[config.mk]
export PLATFORM = sky130hd
export DESIGN_NAME = ndma_ctrl_flat
export DESIGN_NICKNAME = d
export VERILOG_FILES = /design/src/rtl/ndma_ctrl_if.sv /design/src/rtl/ndma_ctrl.sv /design/src/flat_wrapper.sv
export SDC_FILE = /design/constraint.sdc
export NUM_CORES = 1
export LEC_CHECK = 0
export BUFFER_PORTS_ARGS = -buffer_cell sky130_fd_sc_hd__buf_4
export CORE_UTILIZATION = 35
export CTS_BUF_LIST = sky130_fd_sc_hd__clkbuf_4 sky130_fd_sc_hd__clkbuf_8
export DETAILED_ROUTE_END_ITERATION = 8
export GPL_ROUTABILITY_DRIVEN = 0
export MAX_ROUTING_LAYER = met4
export PLACE_DENSITY = 0.71
export SLEW_MARGIN = 20
export SYNTH_ARGS = -nofsm -noshare
export SYNTH_HDL_FRONTEND = slang
export SYNTH_SLANG_ARGS = --single-unit
[constraint.sdc]
create_clock -name clk_i -period 2.71 [get_ports clk_i]
set_clock_uncertainty 0.15 [all_clocks]
set_input_delay 0.1355 -clock clk_i [delete_from_list [all_inputs] [get_ports clk_i]]
set_output_delay 0.1355 -clock clk_i [all_outputs]
set_load 0.01 [all_outputs]
[src/rtl/ndma_ctrl_if.sv]
// ndma_ctrl_if: OBI read and write manager buses of the ndma_ctrl single-channel DMA engine.
// The master modport is the DMA side; the slave modport is the memory/interconnect side.
interface ndma_ctrl_if;
    logic        rd_req_o;
    logic [31:0] rd_addr_o;
    logic        rd_gnt_i;
    logic        rd_rvalid_i;
    logic [31:0] rd_rdata_i;

    logic        wr_req_o;
    logic        wr_we_o;
    logic [31:0] wr_addr_o;
    logic [31:0] wr_wdata_o;
    logic [3:0]  wr_be_o;
    logic        wr_gnt_i;
    logic        wr_rvalid_i;

    modport master (
        output rd_req_o, rd_addr_o,
        input  rd_gnt_i, rd_rvalid_i, rd_rdata_i,
        output wr_req_o, wr_we_o, wr_addr_o, wr_wdata_o, wr_be_o,
        input  wr_gnt_i, wr_rvalid_i
    );

    modport slave (
        input  rd_req_o, rd_addr_o,
        output rd_gnt_i, rd_rvalid_i, rd_rdata_i,
        input  wr_req_o, wr_we_o, wr_addr_o, wr_wdata_o, wr_be_o,
        output wr_gnt_i, wr_rvalid_i
    );
endinterface

[src/rtl/ndma_ctrl.sv]
// ndma_ctrl: word-by-word memory-to-memory copy engine with one outstanding OBI read or write at a time.
// Define NDMA_IRQ_EN to build the sticky completion interrupt; otherwise irq_o is tied low.
module ndma_ctrl #(
    parameter int unsigned AddrStride = 4
) (
    input  logic        clk_i,
    input  logic        rst_i,
    input  logic        start_i,
    input  logic [31:0] rd_addr_i,
    input  logic [31:0] wr_addr_i,
    input  logic [7:0]  len_i,
    output logic        busy_o,
    output logic        done_o,
    output logic        irq_o,
    ndma_ctrl_if.master bus
);
    localparam logic [2:0] IDLE    = 3'd0;
    localparam logic [2:0] RD_REQ  = 3'd1;
    localparam logic [2:0] RD_WAIT = 3'd2;
    localparam logic [2:0] WR_REQ  = 3'd3;
    localparam logic [2:0] WR_WAIT = 3'd4;
    localparam logic [2:0] DONE    = 3'd5;

    localparam logic [31:0] Stride = 32'(AddrStride);

    logic [2:0]  state_q, state_d;
    logic [31:0] cur_rd_q, cur_wr_q, buffer_q;
    logic [7:0]  remaining_q;
    logic        start_ok;
    logic        word_done;

    assign start_ok  = (state_q == IDLE) && start_i;
    assign word_done = (state_q == WR_WAIT) && bus.wr_rvalid_i;

    always_comb begin
        state_d = state_q;
        case (state_q)
            IDLE:    if (start_i) state_d = (len_i == 8'd0) ? DONE : RD_REQ;
            RD_REQ:  if (bus.rd_gnt_i) state_d = RD_WAIT;
            RD_WAIT: if (bus.rd_rvalid_i) state_d = WR_REQ;
            WR_REQ:  if (bus.wr_gnt_i) state_d = WR_WAIT;
            WR_WAIT: if (bus.wr_rvalid_i) state_d = (remaining_q == 8'd1) ? DONE : RD_REQ;
            DONE:    state_d = IDLE;
            default: state_d = IDLE;
        endcase
    end

    // Transfer parameters are only loaded from IDLE, so a start pulse during a transfer cannot disturb them.
    always_ff @(posedge clk_i) begin
        if (rst_i) begin
            state_q     <= IDLE;
            cur_rd_q    <= '0;
            cur_wr_q    <= '0;
            remaining_q <= '0;
            buffer_q    <= '0;
        end else begin
            state_q <= state_d;
            if (start_ok && (len_i != 8'd0)) begin
                cur_rd_q    <= rd_addr_i;
                cur_wr_q    <= wr_addr_i;
                remaining_q <= len_i;
            end
            if ((state_q == RD_WAIT) && bus.rd_rvalid_i) begin
                buffer_q <= bus.rd_rdata_i;
            end
            if (word_done && (remaining_q != 8'd1)) begin
                remaining_q <= remaining_q - 8'd1;
                cur_rd_q    <= cur_rd_q + Stride;
                cur_wr_q    <= cur_wr_q + Stride;
            end
        end
    end

    assign bus.rd_req_o   = (state_q == RD_REQ);
    assign bus.rd_addr_o  = bus.rd_req_o ? cur_rd_q : '0;

    assign bus.wr_req_o   = (state_q == WR_REQ);
    assign bus.wr_we_o    = bus.wr_req_o;
    assign bus.wr_be_o    = bus.wr_req_o ? 4'hF : 4'h0;
    assign bus.wr_addr_o  = bus.wr_req_o ? cur_wr_q : '0;
    assign bus.wr_wdata_o = bus.wr_req_o ? buffer_q : '0;

    assign busy_o = (state_q != IDLE);
    assign done_o = (state_q == DONE);

`ifdef NDMA_IRQ_EN
    logic irq_q;

    // Sticky flag covers the cycles after DONE; the DONE cycle itself is covered combinationally.
    always_ff @(posedge clk_i) begin
        if (rst_i) begin
            irq_q <= 1'b0;
        end else if (start_ok) begin
            irq_q <= 1'b0;
        end else if (state_q == DONE) begin
            irq_q <= 1'b1;
        end
    end

    assign irq_o = irq_q | done_o;
`else
    assign irq_o = 1'b0;
`endif
endmodule

[src/flat_wrapper.sv]
// flat-port wrapper written by rule: the top's interface ports become plain ports
module ndma_ctrl_flat 
#(
    parameter int unsigned AddrStride = 4
)
  (clk_i, rst_i, start_i, rd_addr_i, wr_addr_i, len_i, busy_o, done_o, irq_o, bus_rd_req_o, bus_rd_addr_o, bus_rd_gnt_i, bus_rd_rvalid_i, bus_rd_rdata_i, bus_wr_req_o, bus_wr_we_o, bus_wr_addr_o, bus_wr_wdata_o, bus_wr_be_o, bus_wr_gnt_i, bus_wr_rvalid_i);
  ndma_ctrl_if bus_i ();
  input  logic clk_i;
  input  logic rst_i;
  input  logic start_i;
  input  logic [31:0] rd_addr_i;
  input  logic [31:0] wr_addr_i;
  input  logic [7:0] len_i;
  output logic busy_o;
  output logic done_o;
  output logic irq_o;
  output wire logic [$bits(bus_i.rd_req_o)-1:0] bus_rd_req_o;
  output wire logic [$bits(bus_i.rd_addr_o)-1:0] bus_rd_addr_o;
  input wire logic [$bits(bus_i.rd_gnt_i)-1:0] bus_rd_gnt_i;
  input wire logic [$bits(bus_i.rd_rvalid_i)-1:0] bus_rd_rvalid_i;
  input wire logic [$bits(bus_i.rd_rdata_i)-1:0] bus_rd_rdata_i;
  output wire logic [$bits(bus_i.wr_req_o)-1:0] bus_wr_req_o;
  output wire logic [$bits(bus_i.wr_we_o)-1:0] bus_wr_we_o;
  output wire logic [$bits(bus_i.wr_addr_o)-1:0] bus_wr_addr_o;
  output wire logic [$bits(bus_i.wr_wdata_o)-1:0] bus_wr_wdata_o;
  output wire logic [$bits(bus_i.wr_be_o)-1:0] bus_wr_be_o;
  input wire logic [$bits(bus_i.wr_gnt_i)-1:0] bus_wr_gnt_i;
  input wire logic [$bits(bus_i.wr_rvalid_i)-1:0] bus_wr_rvalid_i;
  assign bus_rd_req_o = bus_i.rd_req_o;
  assign bus_rd_addr_o = bus_i.rd_addr_o;
  assign bus_i.rd_gnt_i = bus_rd_gnt_i;
  assign bus_i.rd_rvalid_i = bus_rd_rvalid_i;
  assign bus_i.rd_rdata_i = bus_rd_rdata_i;
  assign bus_wr_req_o = bus_i.wr_req_o;
  assign bus_wr_we_o = bus_i.wr_we_o;
  assign bus_wr_addr_o = bus_i.wr_addr_o;
  assign bus_wr_wdata_o = bus_i.wr_wdata_o;
  assign bus_wr_be_o = bus_i.wr_be_o;
  assign bus_i.wr_gnt_i = bus_wr_gnt_i;
  assign bus_i.wr_rvalid_i = bus_wr_rvalid_i;
  ndma_ctrl #(.AddrStride(AddrStride)) u_core (.clk_i(clk_i), .rst_i(rst_i), .start_i(start_i), .rd_addr_i(rd_addr_i), .wr_addr_i(wr_addr_i), .len_i(len_i), .busy_o(busy_o), .done_o(done_o), .irq_o(irq_o), .bus(bus_i));
endmodule
Yosys cells after proc, flatten, opt, wreduce, memory -nomap -nowiden
Cells that the tools add are included.
{"block": "op_classes", "n_addsub": 3, "n_eq_ne": 12, "n_mux": 18, "reduce_logical": 11}
{"op": "$mux 32", "count": 7}
{"op": "$add 32x3->32 const B", "count": 2}
{"op": "$mux 3", "count": 7}
{"op": "$mux 8", "count": 2}
{"op": "$pmux 3 s5", "count": 1}
{"op": "$ne 2x2->1 const B", "count": 5}
{"op": "$eq 8x1->1 const B", "count": 1}
{"op": "$logic_not 8->1", "count": 1}
{"op": "$ne 8x1->1 const B", "count": 1}
{"op": "$reduce_bool 8->1", "count": 1}
{"op": "$sub 8x1->8 const B", "count": 1}
{"op": "$eq 3x2->1 const B", "count": 2}
{"op": "$eq 3x3->1 const B", "count": 2}
{"op": "$logic_and 1x1->1", "count": 5}
{"op": "$reduce_and 5->1", "count": 1}
{"op": "$mux 4", "count": 1}
{"op": "$eq 3x1->1 const B", "count": 1}
{"op": "$logic_not 3->1", "count": 1}
{"op": "$reduce_bool 3->1", "count": 1}
{"op": "$reduce_bool 2->1", "count": 1}
{"block": "word_totals", "register_bits": 107, "output_inout_bits": 106}

Longest topological paths before layout
Gate-level depths: netlist of the first run.
{"block": "depth", "word_depth": 5, "ltp_mapped": 9, "depth_no_buf": 7}

Least setup slack after synthesis of the first run
No wires, ideal clock.
{"block": "synth_path", "kind": "register -> register", "startpoint": "reg u_core.cur_wr_q[2]", "endpoint": "reg u_core.cur_wr_q[30]", "setup_ns": 0.074, "arrival_time_ns": 2.349, "required_time_ns": 2.486, "slack_ns": 0.136, "stages_incl_launch_ff": 8, "n_path_buf": 1, "period_less_slack_ns": 2.574, "path_cell_list": "dfxtp_1 > ha_1 > nand4_4 > or3_4 > or4_1 > buf_2 > or4_1 > a31oi_1"}
{"block": "synth_via", "elab_chain_cells": 2}
{"item": "start: declaration", "line": "ndma_ctrl.sv:27", "source": "logic [31:0] cur_rd_q, cur_wr_q, buffer_q;"}
{"item": "start signal: assignment", "line": "ndma_ctrl.sv:60", "source": "cur_wr_q <= wr_addr_i;"}
{"item": "start signal: assignment", "line": "ndma_ctrl.sv:69", "source": "cur_wr_q <= cur_wr_q + Stride;"}
{"item": "$add 32x3->32", "line": "ndma_ctrl.sv:69"}
{"item": "$mux 32", "line": "ndma_ctrl.sv:66", "source": "if (word_done && (remaining_q != 8'd1)) begin"}
Every way passes these cells.
A chain may end at the register's enable or synchronous reset.

Worst setup path after layout of the first run
{"block": "layout_path", "startpoint": "reg u_core.cur_wr_q[2]", "endpoint": "reg u_core.cur_wr_q[28]"}
Same word-level chain as after synthesis.

==> flow_metrics.tcl, run 1 <==
set metrics [dict create \
    status "finished clean" \
    synth_top_family_by_area "simple AND/OR/NAND/NOR gates" \
    first_pass_iters 5 \
    drc 0 \
    grt_pass1_vias 6828 \
    synth_ff_type "dfxtp_1" \
    cp-start-kind "flip-flop" \
    clock_latency_ps 390 \
    syn-num-nets 956 \
    top_layer "met4" \
    postRouteAntennaNets 0 \
    cts_setup_buffers 0 \
    vias 7360 \
    setup_viol_count_final 0 \
    yosysWarnings 0 \
    gr-total-overflow 0 \
    num_antenna_cells 0 \
    comb_power_share_pct 28.4 \
    synth_xor_area_share_pct 0.142 \
    io_buffers 215 \
    fp.dieH_um 135 \
    p_clk_share_pct 25.5 \
    hold_class "input pin to flip-flop" \
    p_int_mw 2.62 \
    die-width_um 135 \
    power_mw 4.05 \
    grt_pass1_wl_um 33800 \
    sw_frac_of_total_pct 35.5 \
    yosysTopAreaCellShare_pct 34.8 \
    fp.coreArea_um2 17200 \
    synthCells 841 \
    p_leak_nw 3.94 \
    vdd_drop_max_uv 284 \
    timing.slew.headroom_pct 36.8 \
    rr_worst_depth 6 \
    clkTransAtPathRegs_ps 120 \
    syn_area_um2 6150 \
    finalHoldViolCount 0 \
    p_sw_mw 1.44 \
    cts_tree "built" \
    reg2reg_slack_ps 130 \
    wl_met3_um 1390 \
    path_class "flip-flop to flip-flop" \
    start_util_pct 35.7 \
    met2RoutedLength_um 10200 \
    p_per_area_nw_per_um2 435 \
    ys_top_cells_by_area "dfxtp_1 35%, nand2_1 9.2%, and3_1 7.2%, a21oi_1 6.4%, a31oi_1 4.5%" \
    max-clock-path-buffers 2 \
    cp_slowest_cell "or4_4" \
    ios 217 \
    grt_usage_pct 23.9 \
    synth_fa_ha_area_share_pct 0.813 \
    synth_seq_cells 107 \
    vias_per_cell 5.41 \
    cap_violations 0 \
    synth_compound_area_share_pct 21.5 \
    syn_area_per_cell_um2 7.32 \
    antenna_found_initial 0 \
    synth_top_area_cell "dfxtp_1" \
    endpoint "u_core.cur_wr_q[28]$_SDFFE_PP0P_" \
    met1_length_um 9260 \
    max_stage_delay_ps 580 \
    crit_fanout 8 \
    areaGrowthSynthToFinish_pct 51.5 \
    grt_max_degree 83 \
    fin_crit_ps 2580 \
    drv_slew 0 \
    rr_endpoint "u_core.cur_wr_q[28]$_SDFFE_PP0P_" \
    post-route-period-util_pct 95.3 \
    seqPwrFrac_pct 46.2 \
    wl_um 21200 \
    worst_pin_slew_ps 948 \
    fp-row-count 48 \
    drive_above_1_share_pct 25.6 \
    rsz0062_at_grt "no" \
    tns_ps 0 \
    max_freq_mhz 387 \
    crit_path_end_kind "flip-flop" \
    dp_hpwl_um 13400 \
    ys_seq_area_share_pct 34.8 \
    synthSimpleGateAreaFrac_pct 34.9 \
    synth-edff-count 0 \
    cts-root-buf "clkbuf_8" \
    async_reset_ff_share_pct 0 \
    first_iter_violations 489 \
    r2r-start "u_core.cur_wr_q[2]$_SDFFE_PP0P_" \
    die_area_um2 18100 \
    cts_buffers 9 \
    critPathRequiredTime_ps 2880 \
    synth_cell_types 57 \
    crit_arrival_ps 2750 \
    fin_nets 1245 \
    crit_start "u_core.cur_wr_q[2]$_SDFFE_PP0P_" \
    h-tree-depth 3 \
    cp_cell_sequence "ha_2 > nand4_4 > or3_4 > or4_4 > or4_1 > a31oi_1" \
    postLayoutCoreUtil_pct 54.1 \
    synth_mux_area_share_pct 1.61 \
    wire_per_inst_um 15.6 \
    cts.sinks 107 \
]
[cells in the final DEF (no fill, tap or decap), types with 2 or more instances in the layout]
| cell | Yosys | routed |
|---|---|---|
| o21ai_0 | 38 | 38 |
| o311ai_0 | 4 | 3 |
| a221oi_1 | 6 | 6 |
| nand2_1 | 150 | 150 |
| ha_1 | 4 | 3 |
| buf_12 | 0 | 3 |
| nand4_1 | 22 | 22 |
| a41oi_1 | 7 | 7 |
| nor4_1 | 7 | 7 |
| nor2_1 | 40 | 40 |
| inv_1 | 12 | 12 |
| nor3_1 | 14 | 14 |
| a32oi_1 | 6 | 6 |
| or4b_2 | 2 | 2 |
| or3_1 | 13 | 13 |
| nand3_1 | 24 | 24 |
| mux2_2 | 7 | 7 |
| a2bb2oi_1 | 8 | 8 |
| and2_1 | 35 | 34 |
| inv_8 | 0 | 5 |
| or4_1 | 11 | 10 |
| a22oi_1 | 4 | 4 |
| nand3b_1 | 2 | 2 |
| nor3b_2 | 1 | 2 |
| clkbuf_8 | 0 | 9 |
| dfxtp_1 | 107 | 106 |
| dlygate4sd3_1 | 0 | 109 |
| a31oi_1 | 44 | 44 |
| and3_1 | 71 | 71 |
| or2_2 | 2 | 2 |
| buf_4 | 6 | 243 |
| a21oi_1 | 79 | 79 |
| and3b_1 | 2 | 2 |
| mux2i_1 | 2 | 2 |
| nand2b_1 | 2 | 2 |
| o211ai_1 | 10 | 10 |
| nor2b_1 | 5 | 4 |
[how the worst min path moves through the flow]
stage | startpoint | end | slack [ps] | cells after the start
after floorplan | bus_rd_rdata_i[0] | u_core.buffer_q[0]$_SDFFE_PP0P_ | 120 | 2
after global placement | rd_addr_i[5] | u_core.cur_rd_q[5]$_SDFFE_PP0P_ | 230 | 3
after detailed placement | rd_addr_i[1] | u_core.cur_rd_q[1]$_SDFFE_PP0P_ | 240 | 3
after CTS | rst_i | u_core.cur_wr_q[2]$_SDFFE_PP0P_ | 180 | 2
after global routing | rst_i | u_core.remaining_q[0]$_SDFFE_PP0P_ | 210 | 2
final | rst_i | u_core.state_q[0]$_SDFFE_PP0P_ | 170 | 2
[layout make-up]
type	instances	area (um2)
clock buffers	9	124
clock inverters	7	73.8
fillers	1601	7910
inverters	12	45.0
multi-input cells	644	3670
flip-flops and latches	107	2140
well taps	225	282
repair buffers	356	2990
[synthesized netlist by cell type (7+ instances only)]
cell type,number
nand2_1,150
dfxtp_1,107
a21oi_1,79
and3_1,71
clkbuf_1,57
a31oi_1,44
nor2_1,40
o21ai_0,38
and2_1,35
nand3_1,24
nand4_1,22
nor3_1,14
buf_2,13
or3_1,13
inv_1,12
or4_1,11
o211ai_1,10
a2bb2oi_1,8
a41oi_1,7
mux2_2,7
nor4_1,7
[metal layers]
| metal | global-route usage [%] | vias up |
|---|---|---|
| met5 | - | - |
| met4 | 6.43 | 0 |
| met3 | 4.80 | 28 |
| met2 | 39.3 | 286 |
| met1 | 29.7 | 3427 |
| li1 | - | 3619 |
[critical path, delay by kind of cell, from the launching register on]
kind / cells / cell delay [ps]
AND/OR/NAND/NOR: 4 / 1570
adder cells (fa/ha/maj): 1 / 240
flip-flops: 1 / 360
AO/OA/AOI/OAI: 1 / 180
[per-stage QoR]
| stage | hold slack, ps | worst slack [ps] | area [um2] | std cells |
|---|---|---|---|---|
| global route | 212 | 26.2 | 9320 | 1360 |
| global placement | 234 | 88.6 | 8020 | 1235 |
| detailed placement | 242 | 30.9 | 8020 | 1235 |
| floorplan | 121 | 136 | 6150 | 841 |
| finish | 170 | 128 | 9320 | 1360 |
| CTS | 180 | 21.9 | 9310 | 1360 |
[registers in the layout, summed over array words and instances, names as in the netlist]
name / flops
u_core.cur_wr_q: 32
u_core.cur_rd_q: 32
u_core.remaining_q: 8
u_core.buffer_q: 32
u_core.state_q: 3
[power groups by stage]
stage | logic [mW] | clock network (mW) | registers [mW]
final | 1.15 | 1.03 | 1.87
after global routing | 1.27 | 1.14 | 1.90
after CTS | 1.15 | 1.07 | 1.87
after detailed placement | 1.01 | 0 | 1.90
after global placement | 1.00 | 0 | 1.90
after floorplan | 0.606 | 0 | 1.85
[kinds of logic after synthesis]
| group | after synthesis |
|---|---|
| adders and majority gates | 4 |
| DFF | 107 |
| muxes | 9 |
| AOI/OAI and AO/OA | 215 |
| and+or+nand+nor | 414 |
| buffers and inverters | 90 |
| xor gates and xnor gates | 1 |
| other | 1 |
[what timing repair did]
action | 4_1_cts | 5_1_grt
endpoints found under the hold margin | 106 | 0
hold buffers | 109 | 0
gates resized for setup | 0 | 4
setup endpoints to repair | 0 | 6
No activity file was read; power rests on OpenSTA's default activity.
==> inputs of run 2 (changes only) <==
Settings changed: ABC_AREA set to 1, PLACE_DENSITY 0.71 to 0.69.
==> run 2 against run 1 <==
- core utilization decreased by 3.7 points
- clock power down 6%
- die area increased by 17%
- via count grew 20%
- highest routed layer unchanged
- non-clock buffer count decreased by 21
- routed wire length increased by 20%
==> flow_metrics.tcl, run 2 <==
set metrics [dict create \
    preCtsSetupSlack_ps 503 \
    postRouteAntennaNets 0 \
    fp-row-count 52 \
    post-route-period-util_pct 89.2 \
    crit_fanout 21 \
    gr-total-overflow 0 \
    critPathTopFamily "simple AND/OR/NAND/NOR gates" \
    vdd_drop_max_uv 339 \
    critPathRequiredTime_ps 2420 \
    vias_per_cell 4.77 \
    worst_pin_slew_ps 991 \
    synth_seq_cells 107 \
    clock_latency_ps 390 \
    p_int_mw 3.37 \
    wire_per_inst_um 13.7 \
    num_antenna_cells 0 \
    grtUsageMet2_pct 40.4 \
    seqPwrFrac_pct 36.1 \
    ys_seq_area_share_pct 29.7 \
    finalHoldViolCount 0 \
    drv_slew 0 \
    areaGrowthSynthToFinish_pct 41.3 \
    cts_buffers 9 \
    syn_area_um2 7210 \
    synth_commonest_cells "355 x nand2_1, 282 x nor2_1, 175 x inv_1" \
    synth_top_area_cell "dfxtp_1" \
    max_freq_mhz 414 \
    crit_path_end_kind "output port" \
    rsz0062_at_grt "no" \
    antenna_found_initial 0 \
    grt_usage_pct 24.8 \
    cts.sinks 107 \
    cts-root-buf "clkbuf_8" \
    first_iter_violations 508 \
    sw_frac_of_total_pct 46.2 \
    synth-edff-count 0 \
    p_clk_share_pct 15.4 \
    drive_above_1_share_pct 16.8 \
    fin_nets 1696 \
    grt_max_degree 64 \
    synthCells 1294 \
    clkTransAtPathRegs_ps 100 \
    cp_slowest_cell "dfxtp_1" \
    synth_cell_types 27 \
    path_class "flip-flop to output port" \
    start_util_pct 35.6 \
    fp.coreArea_um2 20200 \
    io_buffers 215 \
    yosysTopAreaCellShare_pct 29.7 \
    die-width_um 146 \
    cp-start-kind "flip-flop" \
    use_met3_pct 6.90 \
    wl_um 25400 \
    die_area_um2 21200 \
    grt_pass1_wl_um 41200 \
    p_sw_mw 2.89 \
    cap_violations 0 \
    first_pass_iters 5 \
    cts_tree "built" \
    h-tree-depth 3 \
    synth.most_common_cell "nand2_1" \
    syn_area_per_cell_um2 5.57 \
    layout_commonest_cell "nand2_1" \
    tns_ps 0 \
    syn-num-nets 1409 \
    status "finished clean" \
    crit_arrival_ps 2130 \
    timing.slew.headroom_pct 33.9 \
    fin_crit_ps 2420 \
    nFillCells 2052 \
    hold_class "input pin to flip-flop" \
    max-clock-path-buffers 2 \
    cts_setup_buffers 0 \
    max_stage_delay_ps 410 \
    fp.dieH_um 146 \
    top_usage_layer "met2" \
    ios 217 \
    path_buf_inv 3 \
    layout_setup_ws_ps 294 \
    synth_ff_type "dfxtp_1" \
    cp_cell_sequence "inv_1 > nor2_1 > nand2_2 > buf_4 > nor2_1 > buf_4" \
    drc 0 \
    async_reset_ff_share_pct 0 \
    grt_pass1_vias 8418 \
    p_per_area_nw_per_um2 614 \
    postLayoutCoreUtil_pct 50.3 \
    comb_power_share_pct 48.4 \
    grtUsageMet1_pct 30.0 \
    yosysWarnings 0 \
    setup_viol_count_final 0 \
    layout.cells.most_common_list "354 x nand2_1, 282 x nor2_1, 231 x buf_4, 175 x inv_1, 116 x nand3_1" \
    ys_top_cells_by_area "dfxtp_1 30%, nand2_1 18%, nor2_1 15%, inv_1 9.1%, nand3_1 8.0%" \
    reg_top3 "u_core.buffer_q: 32 flops, u_core.cur_rd_q: 32 flops, u_core.cur_wr_q: 32 flops" \
    vias 8861 \
    p_leak_nw 4.46 \
    dp_hpwl_um 18300 \
]
-- run 2: changes by cell type in the layout (fill, tap and decap cells not counted), moves of 13 or more --
| cell | delta |
|---|---|
| nor2_1 | +242 |
| nand2_1 | +204 |
| inv_1 | +163 |
| nand3_1 | +92 |
| and3_1 | -71 |
| a31oi_1 | -44 |
| and2_1 | -34 |
| o21ai_0 | +20 |
| nand4_1 | -16 |
| or3_1 | -13 |
-- run 2: layout make-up --
cell class / count / area, um2 / share of cell area [%]
inverters: 181 / 681 / 6.68
repair buffers: 335 / 2780 / 27.2
flip-flops and latches: 107 / 2140 / 21.0
clock buffers: 9 / 124 / 1.22
multi-input cells: 947 / 4070 / 40.0
well taps: 270 / 338 / 3.32
clock inverters: 7 / 53.8 / 0.528
-- run 2: what timing repair did --
item | 4_1_cts | 5_1_grt
hold buffers | 104 | 0
resized for setup | 0 | 0
endpoints found under the hold margin | 104 | 0
-- run 2: final timing paths --
check                                     startpoint                                  to  slack, ps  depth (start not counted)
setup reg to reg  u_core.remaining_q[1]$_SDFFE_PP0P_  u_core.remaining_q[1]$_SDFFE_PP0P_        490                         11
setup / recovery      u_core.state_q[1]$_SDFFE_PP0P_                    bus_wr_addr_o[7]        290                          6
hold reg to reg      u_core.cur_rd_q[1]$_SDFFE_PP0P_     u_core.cur_rd_q[1]$_SDFFE_PP0P_        310                          2
hold / removal                               start_i      u_core.state_q[1]$_SDFFE_PP0P_         40                          5
-- run 2: stage by stage --
stage	area (um2)	instances	hold WS (ps)	power (mW)
finish	10200	1856	44.0	6.25
detailed placement	8970	1736	269	5.17
CTS	10200	1856	18.8	6.26
global route	10200	1856	42.0	6.78
global placement	8970	1736	262	5.11
floorplan	7210	1294	177	4.30
-- run 2: per-layer routing --
metal  wire length, um  share of wire, %
met1             11100                44
met2             11500                45
met3              2400               9.4
met4               376               1.5
met5                 0                 0
-- run 2: cells by family (layout without fill, tap and decap cells) --
group / Yosys count / after routing / share of synthesized area [%]
XOR/XNOR: 11 / 11 / 1.34
flip-flops: 107 / 107 / 29.7
buffers and inverters: 240 / 532 / 13.8
other: 1 / 1 / 0.0520
AND/OR/NAND/NOR: 780 / 780 / 43.9
AO/OA/AOI/OAI: 151 / 151 / 10.5
adder cells (fa/ha/maj): 4 / 4 / 0.694
-- run 2: power by group through the flow --
| stage | combinational (mW) | clock, mW | sequential (mW) |
|---|---|---|---|
| 2_1_floorplan | 2.11 | 0 | 2.19 |
| 3_3_place_gp | 2.84 | 0 | 2.27 |
| 3_5_place_dp | 2.88 | 0 | 2.28 |
| 4_1_cts | 3.02 | 0.994 | 2.25 |
| 5_1_grt | 3.43 | 1.05 | 2.31 |
| 6_report | 3.03 | 0.964 | 2.26 |
-- run 2: worst min-delay path, cell delays in order --
cell and delay, ps:
buf_4 120, nor2_1 90, nor2_1 60, nand3_1 60, a21oi_1 60
==> inputs of run 3 (changes only) <==
Settings changed: GPL_TIMING_DRIVEN set to 0.
==> run 3 against run 2 <==
- sequential share of layout area shrank 0.50 points
- register-to-register slack improved by 170 ps
- die area unchanged
- critical endpoint is now bus_wr_addr_o[15]
==> flow_metrics.tcl, run 3 (synthesis gave the netlist of run 2 again) <==
set metrics [dict create \
    areaGrowthSynthToFinish_pct 44.7 \
    reg2reg_slack_ps 660 \
    worst_pin_slew_ps 741 \
    wl_met3_um 2480 \
    fin_crit_ps 2540 \
    first_pass_iters 6 \
    grt_usage_pct 26.6 \
    die_area_um2 21200 \
    grt_pass1_vias 8590 \
    clock_latency_ps 410 \
    fp-row-count 52 \
    max_freq_mhz 394 \
    hold_depth 5 \
    dp_hpwl_um 20800 \
    cts_setup_buffers 0 \
    path_class "flip-flop to output port" \
    path_depth 7 \
    rr_worst_depth 11 \
    critPathTopFamily "buffers and inverters" \
    antenna_found_initial 0 \
    vias 9164 \
    met1_length_um 11800 \
    met2RoutedLength_um 12500 \
    cp_cell_sequence "inv_1 > nor2_1 > nand2_1 > clkbuf_2 > buf_1 > nor2_1 > buf_4" \
    p_per_area_nw_per_um2 643 \
    min_from "start_i" \
    postRouteAntennaNets 0 \
    cap_violations 0 \
    die-width_um 146 \
    post-route-period-util_pct 93.6 \
    grt_max_degree 19 \
    dp_cells 1778 \
    max_stage_delay_ps 410 \
    status "finished clean" \
    drc 0 \
    fin_nets 1739 \
    rsz0062_at_grt "no" \
    num_antenna_cells 0 \
    critPathRequiredTime_ps 2420 \
    hold_class "input pin to flip-flop" \
    drv_slew 0 \
    path_common_cell "nor2_1" \
    start_util_pct 35.6 \
    nFillCells 2085 \
    first_iter_violations 624 \
    crit_path_end_kind "output port" \
    cts-root-buf "clkbuf_8" \
    drive_above_1_share_pct 17.2 \
    crit_fanout 10 \
    fp.dieH_um 146 \
    path_buf_inv 4 \
    r2r-start "u_core.remaining_q[1]$_SDFFE_PP0P_" \
    cp-start-kind "flip-flop" \
    top_layer "met4" \
    timing.slew.headroom_pct 50.6 \
    ios 217 \
    h-tree-depth 3 \
    wl_um 27600 \
    io_buffers 214 \
    wire_per_inst_um 14.5 \
    max-clock-path-buffers 2 \
    vias_per_cell 4.83 \
    cp_slowest_cell "dfxtp_1" \
    reg_top3 "u_core.buffer_q: 32 flops, u_core.cur_rd_q: 32 flops, u_core.cur_wr_q: 32 flops" \
    cts_tree "built" \
    rr_endpoint "u_core.cur_wr_q[2]$_SDFFE_PP0P_" \
    power_mw 6.71 \
    vdd_drop_max_uv 380 \
    tns_ps 0 \
    fp.coreArea_um2 20200 \
    finalHoldViolCount 0 \
    layoutNonFillerInstCount 1899 \
    setup_viol_count_final 0 \
    layout.cells.most_common_list "355 x nand2_1, 282 x nor2_1, 230 x buf_4, 175 x inv_1, 116 x nand3_1" \
    p_leak_nw 4.59 \
    layout_commonest_cell "nand2_1" \
    hold_path_end "u_core.state_q[1]$_SDFFE_PP0P_" \
    cts_buffers 9 \
    clkTransAtPathRegs_ps 100 \
    crit_arrival_ps 2250 \
    cts.sinks 107 \
    grt_pass1_wl_um 43100 \
    gr-total-overflow 0 \
]
-- run 3: metrics by stage --
step	setup slack [ps]	cell area [um2]	util (%)	hold slack [ps]
global placement	405	9160	45.3	264
CTS	138	10400	51.6	0.320
floorplan	999	7210	-	177
global route	79.2	10400	51.6	58.9
finish	174	10400	51.6	17.9
detailed placement	380	9160	45.3	271
-- run 3: area by class of cell --
| cell class | instances | area (um2) | area share [%] |
|---|---|---|---|
| buffer | 59 | 319 | 3.06 |
| clock buffer | 10 | 131 | 1.26 |
| clock inverter | 6 | 97.6 | 0.935 |
| inverter | 181 | 681 | 6.52 |
| multi-input combinational | 947 | 4070 | 39.0 |
| sequential | 107 | 2140 | 20.5 |
| tap | 270 | 338 | 3.24 |
| timing repair buffer | 319 | 2660 | 25.5 |
-- run 3: report_power, final --
part	total [mW]	internal (mW)	switching [mW]
registers	2.25	1.93	0.320
logic	3.26	1.19	2.07
clock network	1.19	0.545	0.648
total	6.71	3.67	3.04
-- run 3: metal layers --
metal	vias to the layer above	GRT usage (%)
met4	0	11.6
met2	396	42.8
met1	4078	32.4
met3	53	5.20
met5	-	-
li1	4637	-
-- run 3: worst min-delay path: cells and delay by family --
family	cells	cell delay, ps
AOI/OAI and AO/OA	1	60
buffers and inverters	1	110
and+or+nand+nor	3	220
-- run 3: worst max path at each step --
stage                                       start                                to  slack (ps)
2_1_floorplan  u_core.remaining_q[1]$_SDFFE_PP0P_  u_core.cur_wr_q[20]$_SDFFE_PP0P_        1000
3_3_place_gp       u_core.state_q[2]$_SDFFE_PP0P_                  bus_wr_addr_o[8]         410
3_5_place_dp       u_core.state_q[2]$_SDFFE_PP0P_                  bus_wr_addr_o[7]         380
4_1_cts            u_core.state_q[1]$_SDFFE_PP0P_                  bus_wr_addr_o[7]         140
5_1_grt            u_core.state_q[1]$_SDFFE_PP0P_                  bus_wr_addr_o[7]          80
6_report           u_core.state_q[1]$_SDFFE_PP0P_                 bus_wr_addr_o[15]         170
-- run 3: repair_timing --
| item | 4_1_cts | 5_1_grt |
|---|---|---|
| endpoints found under the hold margin | 105 | 0 |
| endpoints found under the setup margin | 9 | 0 |
| hold buffers | 105 | 0 |
| gates resized for setup | 1 | 0 |
